File: src/rtl/div_issue_ctrl_pkg.sv
// Shared definitions for the EX-stage divider requester: ALU op encodings and FSM states.
// Imported by div_issue_ctrl; the bench uses the op encodings to build stimulus.
package div_issue_ctrl_pkg;

  localparam int unsigned ALU_OP_W = 8;

  localparam logic [ALU_OP_W-1:0] EXE_DIV_OP  = 8'b0001_1010;
  localparam logic [ALU_OP_W-1:0] EXE_DIVU_OP = 8'b0001_1011;

  typedef enum logic [1:0] {
    DIVC_IDLE = 2'b00,
    DIVC_BUSY = 2'b01,
    DIVC_DONE = 2'b10
  } divc_state_e;

endpackage

File: src/rtl/div_issue_ctrl.sv
// EX-stage requester for the multi-cycle divider: launch, stall, single HI/LO write, flush abort.
// Optional build macro DIV_ZERO_FASTPATH_EN: divide-by-zero bypasses the divider.
module div_issue_ctrl
  import div_issue_ctrl_pkg::*;
#(
  parameter int unsigned OP_W   = 8,
  parameter int unsigned DATA_W = 32
) (
  input  logic                clk,
  input  logic                resetn,
  input  logic                ex_valid,
  input  logic [OP_W-1:0]     ex_op,
  input  logic [DATA_W-1:0]   ex_dividend,
  input  logic [DATA_W-1:0]   ex_divisor,
  input  logic                ex_hold,
  input  logic                flush,
  input  logic                div_done,
  input  logic [2*DATA_W-1:0] div_result,
  output logic                div_start,
  output logic                div_signed,
  output logic [DATA_W-1:0]   div_dividend,
  output logic [DATA_W-1:0]   div_divisor,
  output logic                div_abort,
  output logic                stall_ex,
  output logic                hilo_we,
  output logic [DATA_W-1:0]   hi_wdata,
  output logic [DATA_W-1:0]   lo_wdata
);

  divc_state_e       state_q, state_d;
  logic [DATA_W-1:0] dividend_q, divisor_q;
  logic [DATA_W-1:0] hi_q, lo_q;
  logic              signed_q;
  logic              hilo_we_q;

  logic              op_div, op_divu;
  logic              is_div;
  logic              zero_fast;
  logic              take_fast;
  logic              accept_done;

  assign op_div  = (ex_op == OP_W'(EXE_DIV_OP));
  assign op_divu = (ex_op == OP_W'(EXE_DIVU_OP));

  // resetn gating keeps the combinational launch/stall outputs low while reset is held
  assign is_div = resetn & ex_valid & ~flush & (op_div | op_divu);

`ifdef DIV_ZERO_FASTPATH_EN
  assign zero_fast = (ex_divisor == '0);
`else
  assign zero_fast = 1'b0;
`endif

  assign take_fast   = (state_q == DIVC_IDLE) & is_div & zero_fast;
  assign accept_done = (state_q == DIVC_BUSY) & div_done & ~flush;

  always_comb begin
    state_d   = state_q;
    div_start = 1'b0;
    stall_ex  = 1'b0;
    div_abort = 1'b0;
    unique case (state_q)
      DIVC_IDLE: begin
        if (is_div) begin
          stall_ex = 1'b1;
          if (zero_fast) begin
            state_d = DIVC_DONE;
          end else begin
            div_start = 1'b1;
            state_d   = DIVC_BUSY;
          end
        end
      end
      DIVC_BUSY: begin
        stall_ex = 1'b1;
        // abort has priority over a coincident div_done
        if (flush) begin
          div_abort = 1'b1;
          state_d   = DIVC_IDLE;
        end else if (div_done) begin
          state_d = DIVC_DONE;
        end
      end
      DIVC_DONE: begin
        if (flush || !ex_hold) begin
          state_d = DIVC_IDLE;
        end
      end
      default: state_d = DIVC_IDLE;
    endcase
  end

  // Operands bypass to the divider in the launch cycle, then come from the registers
  assign div_signed   = div_start ? op_div      : signed_q;
  assign div_dividend = div_start ? ex_dividend : dividend_q;
  assign div_divisor  = div_start ? ex_divisor  : divisor_q;

  assign hilo_we  = hilo_we_q;
  assign hi_wdata = hi_q;
  assign lo_wdata = lo_q;

  always_ff @(posedge clk or negedge resetn) begin
    if (!resetn) begin
      state_q    <= DIVC_IDLE;
      dividend_q <= '0;
      divisor_q  <= '0;
      signed_q   <= 1'b0;
      hilo_we_q  <= 1'b0;
      hi_q       <= '0;
      lo_q       <= '0;
    end else begin
      state_q   <= state_d;
      hilo_we_q <= accept_done | take_fast;
      if (div_start) begin
        dividend_q <= ex_dividend;
        divisor_q  <= ex_divisor;
        signed_q   <= op_div;
      end
      if (accept_done) begin
        hi_q <= div_result[2*DATA_W-1:DATA_W];
        lo_q <= div_result[DATA_W-1:0];
      end else if (take_fast) begin
        hi_q <= ex_dividend;
        lo_q <= '1;
      end
    end
  end

endmodule
File: config.mk
export PLATFORM = sky130hd
export DESIGN_NAME = div_issue_ctrl
export DESIGN_NICKNAME = d
export VERILOG_FILES = /design/src/rtl/div_issue_ctrl_pkg.sv /design/src/rtl/div_issue_ctrl.sv
export SDC_FILE = /design/constraint.sdc
export NUM_CORES = 1
export LEC_CHECK = 0
export CAP_MARGIN = 20
export CORE_ASPECT_RATIO = 1.1
export CORE_MARGIN = 10
export CORE_UTILIZATION = 34
export CTS_CLUSTER_DIAMETER = 50
export DETAILED_ROUTE_END_ITERATION = 10
export PLACE_DENSITY = 0.71
export SYNTH_ARGS = -nofsm -noshare
export SYNTH_HDL_FRONTEND = slang
export SYNTH_SLANG_ARGS = --single-unit
File: constraint.sdc
create_clock -name clk -period 2.8 [get_ports clk]
set_clock_uncertainty 0.15 [all_clocks]
set_input_delay 0.7 -clock clk [delete_from_list [all_inputs] [get_ports clk]]
set_output_delay 0.7 -clock clk [all_outputs]
set_load 0.02 [all_outputs]
# [Yosys cells after proc, flatten, opt, wreduce, memory -nomap -nowiden]
# Cells that the tools add are included.
[op_classes] n_eq_ne=7 reduce_logical=4 n_mux=13 bitwise_logic=7
[op_table] operator="two-way mux 32 bit" n=2
[op_table] operator="== test 8 x 5 -> 1 bit, second input constant" n=2
[op_table] operator="two-way mux 2 bit" n=4
[op_table] operator="case mux 2 bit (3 select lines)" n=1
[op_table] operator="bitwise AND 1 bit" n=5
[op_table] operator="two-way mux 1 bit" n=5
[op_table] operator="!= test 2 bit, second input constant" n=2
[op_table] operator="!= test 3 bit, second input constant" n=1
[op_table] operator="AND reduction 3 bit" n=1
[op_table] operator="== test 2 x 1 -> 1 bit, second input constant" n=1
[op_table] operator="== test 2 bit, second input constant" n=1
[op_table] operator="zero test 2 bit" n=1
[op_table] operator="case mux 1 bit (2 select lines)" n=1
[op_table] operator="zero test 1 bit" n=1
[op_table] operator="logical OR 1 bit" n=1
[op_table] operator="NOT 1 bit" n=1
[op_table] operator="bitwise OR 1 bit" n=1
[word_totals] in_bits=142 wordCells=38 out_inout_bits=133 reg_bits=132

# [Longest topological paths before layout]
[depth] depth_word=6 mapped_depth=5 ltp_nobuf=3

# [Worst setup path after synthesis]
# OpenSTA, ideal clock, no wires.
[synth_path] path_kind="input to output" startpoint="in ex_op[5]" endpoint="out div_dividend[0]" setup_slack_ps=160 path_buffers=2 required_ps=1950 arrival_time_ps=1790 path_stages=5 path_cell_list="and4bb_2 nand4_1 buf_4 buf_6 mux2_4"
[synth_via] elab_chain_cells=6
[synth_lines] item="start: declaration" line_no="div_issue_ctrl.sv:12" rtl="input logic [OP_W-1:0] ex_op,"
[synth_lines] item="== test 8 x 5 -> 1 bit, on equally long branches" line_no="div_issue_ctrl.sv:42, div_issue_ctrl.sv:43"
[synth_lines] item="bitwise OR 1 bit *" line_no="div_issue_ctrl.sv:46" rtl="assign is_div = resetn & ex_valid & ~flush & (op_div | op_divu);"
[synth_lines] item="bitwise AND 1 bit *" line_no="div_issue_ctrl.sv:46"
[synth_lines] item="two-way mux 1 bit *" line_no="div_issue_ctrl.sv:64" rtl="if (is_div) begin"
[synth_lines] item="two-way mux 1 bit *" line_no="div_issue_ctrl.sv:62" rtl="unique case (state_q)"
[synth_lines] item="two-way mux 32 bit *"
[synth_lines] item="end: declaration" line_no="div_issue_ctrl.sv:21" rtl="output logic [DATA_W-1:0] div_dividend,"
# Mark *: on every way between the ends. The rest lies on a longest branch, timed or not.

# [Worst setup path in the final report]
[layout_path] startpoint="in flush" endpoint="out div_divisor[14]"
[layout_via] elab_chain_cells=6
[layout_lines] item="start: declaration" line_no="div_issue_ctrl.sv:16" rtl="input logic flush,"
[layout_lines] item="NOT 1 bit" line_no="div_issue_ctrl.sv:46"
[layout_lines] item="bitwise AND 1 bit (2 in series)" line_no="div_issue_ctrl.sv:46"
[layout_lines] item="two-way mux 1 bit" line_no="div_issue_ctrl.sv:64"
[layout_lines] item="two-way mux 1 bit" line_no="div_issue_ctrl.sv:62"
[layout_lines] item="two-way mux 32 bit"
[layout_lines] item="end: declaration" line_no="div_issue_ctrl.sv:22" rtl="output logic [DATA_W-1:0] div_divisor,"
# No other way between the ends.

==> results.ini <==
[outcome]
status=finished with violations
violations=setup timing

[clock_network]
cts_tree=yes
ctsRootBufferMaster=clkbuf_16
cts_made_buffers=17
clkTransAtPathRegs_ns=0.05
clock_sinks=132
clockBufferDepth=2
htree_levels=4
insertion_delay_ns=0.41

[timing]
worst_pin_slew_ns=0.8649
final-hold-violation-count=0
period_needed_ns=3.129
fmax_mhz=319.6
rsz0062_at_grt=yes
post-route-period-util_pct=111.8
setup_viol_count_final=65
slew_violations=0
timing.final.ws_setup_ns=-0.3293
max-slew-margin-rel_pct=42.34

[worst_setup_path]
reg2reg_to=divisor_q[14]
r2r_cells=9
startpoint=flush
crit_top_cell=buf_6
cp.required_ns=1.95
crit_arrival_ns=2.28
path_cells=buf_6 > and4bb_2 > nand4_1 > buf_6 > buf_12 > buf_12 > buf_8 > buf_6 > mux2_4 > buf_6
path_delay_family=buffers and inverters
endpoint_kind=primary output
setup.worst_path.start_class=primary input
worstSetupPathType=in2out
slowest_stage=and4bb_2
slowest_delay_ns=0.30
worstPathMaxFanout=7
r2r_slack_ns=0.79
reg2reg_from=state_q[1]
path_buf_inv=7

[synthesis]
syn_nets=433
yosysWarnings=0
yosys.area.top_type=dfrtp_1
synthSimpleGateAreaFrac_pct=1.730
synth.most_common_cell=dfrtp_1
syn_avg_cell_area_um2=17.64
ys.flop_type=dfrtp_1
ys_seq_elements=132
synth_mux_area_share_pct=31.20
synth.distinct_cells=20
synthXorXnorAreaFrac_pct=0
synth_fa_ha_area_share_pct=0
synth_edf_count=0
netlist_top_cells_count=dfrtp_1 (132), mux2_2 (88), mux2_4 (40)
async_flop_share_pct=100.0
synth_top_family_by_area=multiplexers
seq_area_frac_synth_pct=64.34
synth_area_leaders=dfrtp_1 (64%), mux2_2 (19%), mux2_4 (12%), buf_4 (1.0%), buf_6 (0.88%)
synth_compound_area_share_pct=0.3900
syn_inst=291
synth_top_area_share_pct=64.34
synth_area_um2=5134

[place]
dp_cells=765
port_buffers=274
dpl_worst_slack_ns=-0.9366
place.gp.congestion=0.7433
dp_hpwl_um=12310

[cells_and_area]
area_delta_synth_final_pct=83.57
utilization_pct=63.09
fin_cells=838
final_layout_size_suffix_gt1_share_pct=46.02
nets=770

[hold_path]
hold_depth=1
min_to=divisor_q[15]
hold_path.class=reg2reg
hold_path.startpoint=divisor_q[15]

[floorplanning]
die_area_um2=20420
initial_core_util_pct=34.37
fp.dieH_um=148.9
ioPinCount=275
num_rows=47
core_area_um2=14940
die_w_um=137.2

[routing]
vias=3759
first_iter_violations=134
wl_per_cell_um=19.85
drc_errors=0
wl_um=16640
ant_nets=0
dr.pass1.iters=4
viasPerCell=4.486

[power]
power_mw=5.031
ir_drop_v=0.0003016
leakage_nw=4.623
powerDensity_nw_per_um2=533.8

[grt]
antenna_found_initial=1
grt-ovfl-total=0
grt_usage_pct=15.93
grt_pass1_wl_um=24880
grt_pass1_vias=4358
grt_max_degree=68

[run]
drv_cap=0

worst max-delay path by stage:
stage	to	slack [ns]	depth (start not counted)
after CTS	div_divisor[30]	-0.33	10
after global placement	div_divisor[8]	-0.93	7
final	div_divisor[14]	-0.33	10
after detailed placement	div_divisor[8]	-0.94	7
after floorplan	div_dividend[0]	0.16	5
after global routing	div_divisor[14]	-0.39	10
registers in the layout, indices dropped and copies added (netlist names):
| name | cells |
|---|---|
| hilo_we | 1 |
| state_q | 2 |
| signed_q | 1 |
| divisor_q | 32 |
| lo_wdata | 32 |
| hi_wdata | 32 |
| dividend_q | 32 |
stage by stage:
step                area, um2  hold WS, ns  setup TNS [ns]
floorplan                5134       0.2544               0
global placement         8213       0.3286          -57.30
detailed placement       8213       0.3285          -58.08
CTS                      9355       0.3502          -12.23
global route             9424       0.3627          -15.44
finish                   9424       0.3492          -11.33
area by class of cell:
type	count	area, um2
antenna	1	2.502
clock buffer	20	456.7
clock inverter	12	176.4
fill	1102	5513
inverter	2	7.507
multi-input combinational	143	1788
sequential	132	3303
tap	196	245.2
timing repair buffer	332	3445
placed cells by master, fill, tap and decap left out, drive strengths merged, types with 2 or more instances in the layout:
cell and n:
inv 3, buf 131, clkdlybuf4s50 196, clkinv 5
dfrtp 132, clkinvlp 2, and4bb 2, clkbuf 20
nor2 2, dlygate4sd2 3, mux2 128, bufinv 4
layer usage:
layer | part of all wire [%] | track usage [%]
met5 | 0 | 0
met4 | 1.7 | 5.749
met3 | 9.1 | 6.739
met2 | 53 | 28.16
met1 | 36 | 16.38
worst reg2reg max path, stage by stage, from the launching register on:
cell and delay (ns):
dfrtp_1 0.38, nor2_1 0.16, nand4_1 0.13, buf_6 0.14
buf_12 0.14, buf_12 0.13, buf_8 0.13, buf_6 0.11
mux2_4 0.29, buf_4 0.14
what timing repair did:
action | in CTS | in global routing
hold endpoints to repair | 0 | 0
pin swaps | 3 | 3
hold buffers | 0 | 0
setup endpoints to repair | 68 | 66
gates cloned | 2 | 0
buffers inserted | 30 | 14
resized for setup | 458 | 25
power breakdown:
part           internal, mW  leakage (nW)  total, mW  switching (mW)
Combinational         0.387          2.52      0.638           0.251
Clock                  1.54         0.306       2.37           0.832
Sequential             1.99          1.79       2.02          0.0348
cell families (layout without fill, tap and decap cells):
kind of cell | Yosys count | count (layout)
DFF | 132 | 132
muxes | 129 | 129
and+or+nand+nor | 11 | 11
other | 0 | 1
AOI/OAI and AO/OA | 3 | 3
buffers and inverters | 16 | 366
No activity file was read; power rests on OpenSTA's default activity.
